`src/rtl/mcp_pkg.sv`:
```
// Shared types and limits for the multicycle-path launch controller.
// The cycle counter is sized for the largest legal setup multiplier.
package mcp_pkg;

  typedef enum logic [1:0] {
    IDLE,
    SETUP,
    HOLD
  } mcp_state_e;

  localparam int MCP_MAX  = 16;
  localparam int HOLD_MAX = 15;
  localparam int CNT_W    = $clog2(MCP_MAX);

endpackage

```
`src/rtl/mcp_cycle_counter.sv`:
```
// Clearable up-counter with a terminal-match flag against a supplied value.
// Clear has priority over enable.
module mcp_cycle_counter
  import mcp_pkg::*;
#(
  parameter int W = CNT_W
) (
  input  logic         clk,
  input  logic         rst,
  input  logic         clr,
  input  logic         en,
  input  logic [W-1:0] match_val,
  output logic         match
);

  logic [W-1:0] count_q;
  logic [W-1:0] count_d;

  always_comb begin
    count_d = count_q;
    if (clr) begin
      count_d = '0;
    end else if (en) begin
      count_d = count_q + 1'b1;
    end
  end

  always_ff @(posedge clk or posedge rst) begin
    if (rst) begin
      count_q <= '0;
    end else begin
      count_q <= count_d;
    end
  end

  assign match = (count_q == match_val);

endmodule

```
`src/rtl/mcp_launch_ctrl.sv`:
```
// Launch side of a multicycle-path transfer: registers one word, holds it frozen
// for the setup and hold windows, and qualifies the destination capture edge.
module mcp_launch_ctrl
  import mcp_pkg::*;
#(
  parameter int WIDTH       = 8,
  parameter int MCP_CYCLES  = 2,
  parameter int HOLD_CYCLES = 0
) (
  input  logic             clk,
  input  logic             rst,
  input  logic             in_valid,
  input  logic [WIDTH-1:0] in_data,
  output logic             in_ready,
  input  logic             flush,
  output logic [WIDTH-1:0] launch_data,
  output logic             cap_en,
  output logic             busy,
  output logic [15:0]      xfer_cnt
);

  if (MCP_CYCLES < 2 || MCP_CYCLES > MCP_MAX) begin : g_bad_mcp
    $error("mcp_launch_ctrl: MCP_CYCLES out of range 2..16");
  end
  if (HOLD_CYCLES < 0 || HOLD_CYCLES > HOLD_MAX) begin : g_bad_hold
    $error("mcp_launch_ctrl: HOLD_CYCLES out of range 0..15");
  end

  localparam logic [CNT_W-1:0] SETUP_LAST = CNT_W'(MCP_CYCLES - 1);
  localparam logic [CNT_W-1:0] HOLD_LAST  = CNT_W'((HOLD_CYCLES > 0) ? HOLD_CYCLES - 1 : 0);

  mcp_state_e       state_q, state_d;
  logic [WIDTH-1:0] launch_q, launch_d;
  logic [15:0]      xfer_cnt_q, xfer_cnt_d;
  logic             cnt_clr, cnt_en, cnt_match;
  logic [CNT_W-1:0] match_val;
  logic             accept;

  // One counter serves both windows; only the terminal value changes with state.
  assign match_val = (state_q == HOLD) ? HOLD_LAST : SETUP_LAST;

  mcp_cycle_counter #(.W(CNT_W)) u_cnt (
    .clk       (clk),
    .rst       (rst),
    .clr       (cnt_clr),
    .en        (cnt_en),
    .match_val (match_val),
    .match     (cnt_match)
  );

  assign cap_en   = (state_q == SETUP) && cnt_match && !flush;
  assign in_ready = (state_q == IDLE) || (cap_en && (HOLD_CYCLES == 0) && !flush);
  assign accept   = in_valid && in_ready && !flush;
  assign busy     = (state_q != IDLE);

  always_comb begin
    state_d    = state_q;
    launch_d   = launch_q;
    xfer_cnt_d = xfer_cnt_q;
    cnt_clr    = 1'b1;
    cnt_en     = 1'b0;
    if (accept) begin
      launch_d = in_data;
    end
    case (state_q)
      IDLE: begin
        if (accept) state_d = SETUP;
      end
      SETUP: begin
        if (flush) begin
          state_d = IDLE;
        end else if (cnt_match) begin
          xfer_cnt_d = xfer_cnt_q + 16'd1;
          if (accept)               state_d = SETUP;
          else if (HOLD_CYCLES > 0) state_d = HOLD;
          else                      state_d = IDLE;
        end else begin
          cnt_clr = 1'b0;
          cnt_en  = 1'b1;
        end
      end
      HOLD: begin
        if (flush || cnt_match) begin
          state_d = IDLE;
        end else begin
          cnt_clr = 1'b0;
          cnt_en  = 1'b1;
        end
      end
      default: state_d = IDLE;
    endcase
  end

  always_ff @(posedge clk or posedge rst) begin
    if (rst) begin
      state_q    <= IDLE;
      launch_q   <= '0;
      xfer_cnt_q <= '0;
    end else begin
      state_q    <= state_d;
      launch_q   <= launch_d;
      xfer_cnt_q <= xfer_cnt_d;
    end
  end

  assign launch_data = launch_q;
  assign xfer_cnt    = xfer_cnt_q;

endmodule

```
`config.mk`:
```
export PLATFORM = sky130hd
export DESIGN_NAME = mcp_launch_ctrl
export DESIGN_NICKNAME = d
export VERILOG_FILES = /design/src/rtl/mcp_pkg.sv /design/src/rtl/mcp_cycle_counter.sv /design/src/rtl/mcp_launch_ctrl.sv
export SDC_FILE = /design/constraint.sdc
export NUM_CORES = 1
export LEC_CHECK = 0
export CORE_ASPECT_RATIO = 1.75
export CORE_MARGIN = 2
export CORE_UTILIZATION = 50
export CTS_CLUSTER_SIZE = 25
export DETAILED_ROUTE_END_ITERATION = 12
export HOLD_SLACK_MARGIN = 0.08
export PLACE_DENSITY = 0.81
export SLEW_MARGIN = 20
export SYNTH_ARGS = -nofsm -noshare
export SYNTH_HDL_FRONTEND = slang
export SYNTH_HIERARCHICAL = 1
export SYNTH_SLANG_ARGS = --single-unit
```
`constraint.sdc`:
```
create_clock -name clk -period 3.38 [get_ports clk]
set_clock_uncertainty 0.2 [all_clocks]
set_input_delay 0.676 -clock clk [delete_from_list [all_inputs] [get_ports clk]]
set_output_delay 0.676 -clock clk [all_outputs]
set_load 0.01 [all_outputs]
```
==> impl_metrics.py <==
metrics = {
    "outcome": {
        "status": "finished clean",
    },
    "placement": {
        "dp.cells": 174,
        "pre_cts_slack_ps": 353,
        "portBuffers": 38,
        "hpwl_mm": 2.05,
        "dpl_cell_area_um2": 1760,
        "routabilityCongestion": 0.753,
    },
    "synth": {
        "synth-seq-cells": 29,
        "syn_area_per_cell_um2": 12.4,
        "synthesis.instances": 108,
        "synth.lib_cells_used.distinct": 25,
        "ys.warnings.count": 6,
        "ys_seq_area_frac": 0.542,
        "synth_area_um2": 1340,
    },
    "global_route": {
        "antenna_found_initial": 0,
        "grt_start_max_net_pins": 26,
        "track_usage": 0.201,
        "overflow": 0,
        "grt_pass1_wl_mm": 4.66,
        "grt_pass1_vias": 1001,
    },
    "timing": {
        "rsz0062_at_grt": "no",
        "tightestPinTransition_ps": 951,
        "max_freq_mhz": 318,
        "tns_ps": 0,
        "timing.final.ws_setup_ps": 233,
        "slew_viol_final": 0,
        "layout_min_cycle_time_ps": 3150,
        "setup_viol": 0,
        "min_period_over_period": 0.931,
        "hold_viol": 0,
        "relSlewSlack": 0.365,
    },
    "layout": {
        "final_nets": 169,
        "utilization": 0.734,
        "area_growth_pct": 38.3,
        "final_common_cell": "clkdlybuf4s50_1",
        "drive_above_1_share": 0.142,
        "finish.instance_area_um2": 1850,
        "antenna_cells": 0,
        "final_cell_mix": "38 x clkdlybuf4s50_1, 29 x dfrtp_1, 13 x xnor2_1, 10 x nand2_1, 8 x mux2_2",
        "instances_no_fill": 181,
    },
    "setup_path": {
        "worstPathMaxFanout": 9,
        "cp_top_family": "buffers and inverters",
        "crit_type": "reg2out",
        "slowest_delay_ps": 550,
        "critPathRequiredTime_ps": 2500,
        "slowest_stage": "clkdlybuf4s50_1",
        "arrival_ps": 2270,
        "path_buf_inv": 2,
        "cp-start-kind": "flip-flop",
        "crit_path_cell_trace": "xor2_1 -> nor4_2 -> nand3b_4 -> inv_1 -> clkdlybuf4s50_1",
        "cp-end-kind": "output pin",
    },
    "clocking": {
        "clock_path_buffers": 2,
        "htreeDepth": 2,
        "root_buffer": "clkbuf_8",
        "cts_tree": "done",
        "cts_hold_buf": 0,
        "post_cts_buffers": 0,
        "clkTransAtPathRegs_ps": 60,
        "cts_made_buffers": 5,
        "clock_latency_ps": 280,
        "numClockSinks": 29,
    },
    "routing": {
        "ant_nets": 0,
        "routedWlPerCell_um": 14.6,
        "vias": 940,
        "totalWireLength_mm": 2.64,
        "vias_per_cell": 5.19,
        "drcViolationCount": 0,
        "first_pass_iters": 2,
        "drt_iter0_drc": 9,
    },
    "pwr": {
        "power_leakage_nw": 0.884,
        "peakVddDrop_v": 0.000418,
        "power.density_nw_per_um2": 451,
    },
    "die": {
        "num_io_pins": 39,
        "rows": 24,
        "initial_core_util": 0.531,
        "die_x_um": 43.1,
        "die_y_um": 72.5,
        "placeableCoreArea_um2": 2520,
        "fp.dieArea_um2": 3120,
    },
    "job": {
        "maxCapViolCount": 0,
    },
    "hold_path": {
        "hold_class": "reg2reg",
    },
}
-- stage by stage --
step | power (W) | hold WS, ps
4_1_cts | 0.000849 | 278
2_1_floorplan | 0.000470 | 242
6_report | 0.000836 | 275
3_3_place_gp | 0.000556 | 260
5_1_grt | 0.000878 | 303
3_5_place_dp | 0.000561 | 268
-- Yosys cell counts, drive strengths merged --
cell    instances  area (µm²)
nand3           5        25.0
ha              2        25.0
mux2i           1        10.0
nor4            3        48.8
dfrtp          29         726
xor2            7        61.3
nor3            1        5.00
nand2          10        37.5
nand4           6        52.6
nor2            5        18.8
inv             6        22.5
xnor2          13         114
mux2            9         105
a21oi           2        13.8
a21bo           1        10.0
nor2b           1        6.26
nand3b          3        35.0
and4            1        8.76
conb            2        7.51
nand2b          1        6.26
-- layout make-up --
| class | instances | area (µm²) |
|---|---|---|
| flip-flops and latches | 29 | 726 |
| fillers | 189 | 671 |
| multi-input cells | 75 | 604 |
| repair buffers | 38 | 380 |
| clock buffers | 7 | 86.3 |
| well taps | 26 | 32.5 |
| inverters | 6 | 22.5 |
-- sequential cells by signal (all words and copies together), names as in the netlist --
signal / cells
launch_data: 8
xfer_cnt: 16
u_cnt/count_q: 4
state_q: 1
-- worst register-to-register path, stage by stage, from the launching register on --
cell	delay, ps
dfrtp_1	410
xor2_1	190
nor4_2	430
inv_1	130
nand3b_1	270
inv_1	180
nand4_1	160
mux2_4	310
-- path summary, 6_finish.rpt --
check	cells past startpoint	to	slack, ps	startpoint
setup / recovery	5	cap_en	230	u_cnt/count_q[1]$_DFFE_PP0P_
hold / removal	1	xfer_cnt[15]$_DFFE_PP0P_	270	xfer_cnt[15]$_DFFE_PP0P_
setup reg to reg	7	u_cnt/count_q[3]$_DFFE_PP0P_	980	u_cnt/count_q[1]$_DFFE_PP0P_
hold reg to reg	1	xfer_cnt[15]$_DFFE_PP0P_	270	xfer_cnt[15]$_DFFE_PP0P_
max in group asynchronous	2	launch_data[7]$_DFFE_PP0P_	1650	rst
min in group asynchronous	2	u_cnt/count_q[2]$_DFFE_PP0P_	410	rst
-- per-layer routing --
metal | vias to the layer above | track usage | share of wire
met5 | - | 0 | 0
met4 | 0 | 0.0909 | 0.023
met3 | 5 | 0.0522 | 0.033
met2 | 19 | 0.358 | 0.58
met1 | 464 | 0.216 | 0.37
li1 | 452 | - | -
-- where the power goes --
part | total (W) | internal [W] | switching, W
Combinational | 0.000150 | 0.0000916 | 0.0000579
Sequential | 0.000405 | 0.000378 | 0.0000265
Clock | 0.000282 | 0.000161 | 0.000121
-- cells by family (layout without fill, tap and decap cells) --
family | Yosys count | after routing | synth area share
other cells | 2 | 4 | 0.00561
compound gates | 3 | 3 | 0.0178
xor+xnor | 20 | 20 | 0.131
fa+ha+maj | 2 | 2 | 0.0187
buf+inv | 6 | 51 | 0.0168
simple gates | 36 | 36 | 0.182
flops | 29 | 29 | 0.542
mux | 10 | 10 | 0.0860
-- what timing repair did --
item / in CTS / in global routing
endpoints found under the hold margin: 0 / 0
gates resized for setup: 0 / 1
setup endpoints to repair: 0 / 2
No activity file was read; power rests on OpenSTA's default activity.
